### src/rtl/multicycle_control.sv
// Main control FSM for the multicycle LEGv8 datapath.
//
// state   | meaning
// FETCH   | read instruction at PC, PC += 4 on mem_ready
// DECODE  | read registers, precompute branch target
// MEMADDR | compute load/store effective address
// MEMRD   | data read, held until mem_ready
// MEMWB   | write loaded data to register file
// MEMWR   | data write, held until mem_ready
// EXEC    | R-type ALU operation
// RWB     | write ALU result to register file
// BRANCH  | CBZ compare, conditional PC update
// JUMP    | unconditional PC update
module multicycle_control #(
  parameter int CNT_W = 32
) (
  input  logic             CLK,
  input  logic             resetl,
  input  logic [10:0]      opcode,
  input  logic             zero,
  input  logic             mem_ready,
  output logic [3:0]       state,
  output logic [1:0]       ALUop,
  output logic             ALUSrcA,
  output logic [1:0]       ALUSrcB,
  output logic             IorD,
  output logic             MemRead,
  output logic             MemWrite,
  output logic             IRWrite,
  output logic             RegWrite,
  output logic             MemtoReg,
  output logic             Reg2Loc,
  output logic [1:0]       PCSource,
  output logic             pc_en,
  output logic             illegal_op,
  output logic [CNT_W-1:0] retired
);

  typedef enum logic [3:0] {
    FETCH   = 4'd0,
    DECODE  = 4'd1,
    MEMADDR = 4'd2,
    MEMRD   = 4'd3,
    MEMWB   = 4'd4,
    MEMWR   = 4'd5,
    EXEC    = 4'd6,
    RWB     = 4'd7,
    BRANCH  = 4'd8,
    JUMP    = 4'd9
  } state_t;

  localparam logic [10:0] OP_LDUR = 11'b11111000010;
  localparam logic [10:0] OP_STUR = 11'b11111000000;
  localparam logic [10:0] OP_ADD  = 11'b10001011000;
  localparam logic [10:0] OP_SUB  = 11'b11001011000;
  localparam logic [10:0] OP_AND  = 11'b10001010000;
  localparam logic [10:0] OP_ORR  = 11'b10101010000;

  state_t           state_q, state_d;
  logic [CNT_W-1:0] retired_q, retired_d;
  logic             illegal_q, illegal_d;

  logic is_ldur, is_stur, is_rtype, is_cbz, is_b;
  logic pc_write, pc_write_cond;

  // Opcode classification; CBZ and B ignore their low register/offset bits
  always_comb begin
    is_ldur  = (opcode == OP_LDUR);
    is_stur  = (opcode == OP_STUR);
    is_rtype = (opcode == OP_ADD) || (opcode == OP_SUB) ||
               (opcode == OP_AND) || (opcode == OP_ORR);
    is_cbz   = (opcode[10:3] == 8'b10110100);
    is_b     = (opcode[10:5] == 6'b000101);
    Reg2Loc  = is_stur || is_cbz;
  end

  // State register, retire counter and sticky illegal flag
  always_ff @(posedge CLK) begin
    if (!resetl) begin
      state_q   <= FETCH;
      retired_q <= '0;
      illegal_q <= 1'b0;
    end else begin
      state_q   <= state_d;
      retired_q <= retired_d;
      illegal_q <= illegal_d;
    end
  end

  // Next-state, datapath control decode and retire accounting
  always_comb begin
    state_d       = FETCH;
    retired_d     = retired_q;
    illegal_d     = illegal_q;
    ALUop         = 2'b00;
    ALUSrcA       = 1'b0;
    ALUSrcB       = 2'b00;
    IorD          = 1'b0;
    MemRead       = 1'b0;
    MemWrite      = 1'b0;
    IRWrite       = 1'b0;
    RegWrite      = 1'b0;
    MemtoReg      = 1'b0;
    PCSource      = 2'b00;
    pc_write      = 1'b0;
    pc_write_cond = 1'b0;
    unique case (state_q)
      FETCH: begin
        MemRead  = 1'b1;
        ALUSrcB  = 2'b01;
        IRWrite  = mem_ready;
        pc_write = mem_ready;
        state_d  = mem_ready ? DECODE : FETCH;
      end
      DECODE: begin
        ALUSrcB = 2'b11;
        if (is_ldur || is_stur) state_d = MEMADDR;
        else if (is_rtype)      state_d = EXEC;
        else if (is_cbz)        state_d = BRANCH;
        else if (is_b)          state_d = JUMP;
        else begin
          state_d   = FETCH;
          illegal_d = 1'b1;
        end
      end
      MEMADDR: begin
        ALUSrcA = 1'b1;
        ALUSrcB = 2'b10;
        state_d = is_ldur ? MEMRD : MEMWR;
      end
      MEMRD: begin
        MemRead = 1'b1;
        IorD    = 1'b1;
        state_d = mem_ready ? MEMWB : MEMRD;
      end
      MEMWB: begin
        RegWrite  = 1'b1;
        MemtoReg  = 1'b1;
        retired_d = retired_q + CNT_W'(1);
      end
      MEMWR: begin
        MemWrite = 1'b1;
        IorD     = 1'b1;
        if (mem_ready) retired_d = retired_q + CNT_W'(1);
        else           state_d   = MEMWR;
      end
      EXEC: begin
        ALUSrcA = 1'b1;
        ALUop   = 2'b10;
        state_d = RWB;
      end
      RWB: begin
        RegWrite  = 1'b1;
        retired_d = retired_q + CNT_W'(1);
      end
      BRANCH: begin
        ALUSrcA       = 1'b1;
        ALUop         = 2'b01;
        pc_write_cond = 1'b1;
        PCSource      = 2'b01;
        retired_d     = retired_q + CNT_W'(1);
      end
      JUMP: begin
        pc_write  = 1'b1;
        PCSource  = 2'b10;
        retired_d = retired_q + CNT_W'(1);
      end
      default: state_d = FETCH;
    endcase
  end

  assign pc_en      = pc_write || (pc_write_cond && zero);
  assign state      = state_q;
  assign retired    = retired_q;
  assign illegal_op = illegal_q;

endmodule

### config.mk
export PLATFORM = sky130hd
export DESIGN_NAME = multicycle_control
export DESIGN_NICKNAME = d
export VERILOG_FILES = /design/src/rtl/multicycle_control.sv
export SDC_FILE = /design/constraint.sdc
export NUM_CORES = 1
export LEC_CHECK = 0
export ABC_AREA = 1
export BUFFER_PORTS_ARGS = -buffer_cell sky130_fd_sc_hd__buf_2
export CAP_MARGIN = 15
export CORE_MARGIN = 2
export CORE_UTILIZATION = 23
export DETAILED_ROUTE_END_ITERATION = 8
export PLACE_DENSITY = 0.46
export SYNTH_ARGS = -nofsm -noshare
export SYNTH_HDL_FRONTEND = slang
export SYNTH_SLANG_ARGS = --single-unit
### constraint.sdc
create_clock -name CLK -period 2.95 [get_ports CLK]
set_input_delay 0.59 -clock CLK [delete_from_list [all_inputs] [get_ports CLK]]
set_output_delay 0.59 -clock CLK [all_outputs]
set_load 0.05 [all_outputs]
==> flow_summary_export.csv <==
group,metric,value,unit
run_status,status,"finished, final reports clean",
yosys,synth.top_cells.by_area,"dfxtp_1, nand2_1, nor2_1",
global_routing,gr-total-overflow,0,
placed_design,place_area,3010,um2
final_layout,final_core_util,28.6,%
yosys,syn_inst,442,
yosys,syn_area,2560,um2
yosys,synth-edff-count,0,
floorplanning,die_h,109,um
detailed_routing,wl,7660,um
clock_tree,path_clk_slew,80,ps
setup_path,crit_arrival,1740,ps
power_and_ir_drop,leakagePower,1.32,nW
clock_tree,cts_root_buffer,"clkbuf_8",
final_layout,instances_no_fill,649,
global_routing,grt_pass1_wl,12500,um
hold_path,min_path_type,"register to register",
sta,period_minus_slack,2330,ps
setup_path,worstPathRequired,2360,ps
final_layout,drive_above_1_share,19.6,%
sta,hold_viol,0,
clock_tree,cts.path.max_buffers,2,
detailed_routing,vias,2813,
yosys,syn_nets,458,
setup_path,crit_path_start_kind,"register",
setup_path,critPathMaxFanout,7,
sta,skew,11.8,ps
run,cap_violations,0,
floorplanning,io-pin-count,67,
floorplanning,die_area,12000,um2
sta,fin_crit_sh,78.9,%
yosys,syn-mean-instance-area,5.78,um2
floorplanning,core,10800,um2
detailed_routing,wl_per_cell,11.8,um
yosys,yosysUniqueCellTypes,28,
clock_tree,ctsHoldBuffers,0,
detailed_routing,dr.pass1.iters,4,
final_layout,n_fill_cell,1264,
floorplanning,start_util,23.6,%
yosys,ys_seq_area_share,29.0,%
final_layout,design_area,3100,um2
yosys,synth_flop_cell,"dfxtp_1",
final_layout,area_growth,21.3,%
yosys,synth_top_cells_by_count,"nand2_1, nor2_1, inv_1, dfxtp_1, nand3_1",
clock_tree,cts_buffers,5,
yosys,yosysWarnings,0,
yosys,synth_top_area_cell,"dfxtp_1",
detailed_routing,viasPerCell,4.33,
clock_tree,post-cts-setup-buffer-count,0,
clock_tree,clock-sinks,37,
final_layout,final_nets,524,
global_routing,grt_pass1_vias,2580,
sta,setup_viol_count_final,0,
detailed_routing,drtIter0Drc,101,
power_and_ir_drop,power,943,uW
global_routing,antenna_found_initial,0,
setup_path,path_class,"register to output port",
global_routing,grt_start_max_net_pins,29,
clock_tree,tritoncts,"built",
sta,worst_slew_pin_slew,696,ps
final_layout,diodes,0,
yosys,synth.most_common_cell,"nand2_1",
floorplanning,die_width,109,um
sta,fin_tns_setup,0,ps
global_routing,track_usage,13.3,%
floorplanning,rows,38,
sta,slew_viol_final,0,
clock_tree,h-tree-depth,2,
setup_path,cp-end-kind,"output port",
yosys,yosys.area.top_type_share,29.0,%
clock_tree,ctsResizeCount,0,
yosys,synth_seq_cells,37,
detailed_routing,ant_nets,0,
sta,rsz0062_at_grt,"no",
power_and_ir_drop,vdd_ir_drop_max,146,uV
placed_design,dp_cells,641,
clock_tree,insertion_delay,300,ps
detailed_routing,drc,0,
power_and_ir_drop,pwr_density_cell,304,nW/um2
yosys,synthArstFlopShare,0,%
placed_design,io_buffers,66,
placed_design,hpwlAfterDp,6100,um
sta,fmax,430,MHz
sta,slew-limit-headroom,53.5,%
placed_design,gp_congestion,0.809,
## cell type report
cell class / count / area [um2] / share of cell area [%]
Timing Repair Buffer: 68 / 345 / 11.1
Sequential cell: 37 / 741 / 23.9
Clock buffer: 6 / 72.6 / 2.34
Inverter: 48 / 180 / 5.81
Multi-Input combinational cell: 348 / 1570 / 50.7
Tap cell: 140 / 175 / 5.65
Clock inverter: 2 / 15.0 / 0.484
## power breakdown
group | internal [mW] | switching, mW | total (mW)
clock network | 0.167 | 0.199 | 0.366
registers | 0.501 | 0.00267 | 0.504
logic | 0.0203 | 0.0531 | 0.0734
total | 0.688 | 0.255 | 0.943
## metrics by stage
stage / hold slack [ps] / setup slack, ps
after global placement: 453 / 797
after detailed placement: 476 / 789
after global routing: 541 / 402
after floorplan: 697 / 287
final: 487 / 623
after CTS: 499 / 614
## per-layer routing
layer,GRT usage [%],wire (um),up-vias
met4,3.71,86,0
met5,0,0,-
met2,23.3,3680,55
met1,16.4,3530,1240
met3,2.67,359,7
li1,-,-,1511
## worst max-delay path: stages (launching register included)
cell,delay [ps]
dfxtp_1,340
inv_1,90
nand2_1,150
nor3_1,410
inv_1,120
nand2_1,70
buf_2,250
## flip-flops by register name, indices dropped and copies added, names as in the netlist
signal,cells
illegal_op,1
retired,32
state,4
## path summary, 6_finish.rpt
path                 end  cells after the start        from  slack [ps]
min reg2reg   illegal_op                      2  illegal_op         490
max           ALUSrcB[1]                      6    state[2]         620
max reg2reg  retired[23]                      6    state[0]        1220
min           illegal_op                      2  illegal_op         490
## cells in the final DEF, fill, tap and decap left out, types with 2 or more instances in the layout
cell / Yosys / final
nor3_1: 9 / 9
inv_1: 45 / 45
dfxtp_1: 37 / 37
buf_4: 1 / 2
clkinvlp_4: 0 / 2
nor3b_1: 7 / 7
xnor2_1: 3 / 3
o21ai_0: 9 / 9
clkbuf_8: 0 / 5
nand3_1: 27 / 27
nor2_2: 8 / 8
xor2_1: 5 / 5
nor2_4: 4 / 4
nand2_1: 154 / 154
nand4_1: 3 / 3
buf_2: 3 / 66
nand2_2: 9 / 9
nor2_1: 79 / 79
a21oi_1: 24 / 24
inv_2: 2 / 2
## kinds of logic after synthesis
family,after synthesis,synth area share [%]
AO/OA/AOI/OAI,37,7.64
XOR/XNOR,8,2.74
adder cells (fa/ha/maj),1,0.489
buffers and inverters,57,9.54
flip-flops,37,29.0
AND/OR/NAND/NOR,302,50.6
Note: power is estimated with default switching activity, not from simulation.
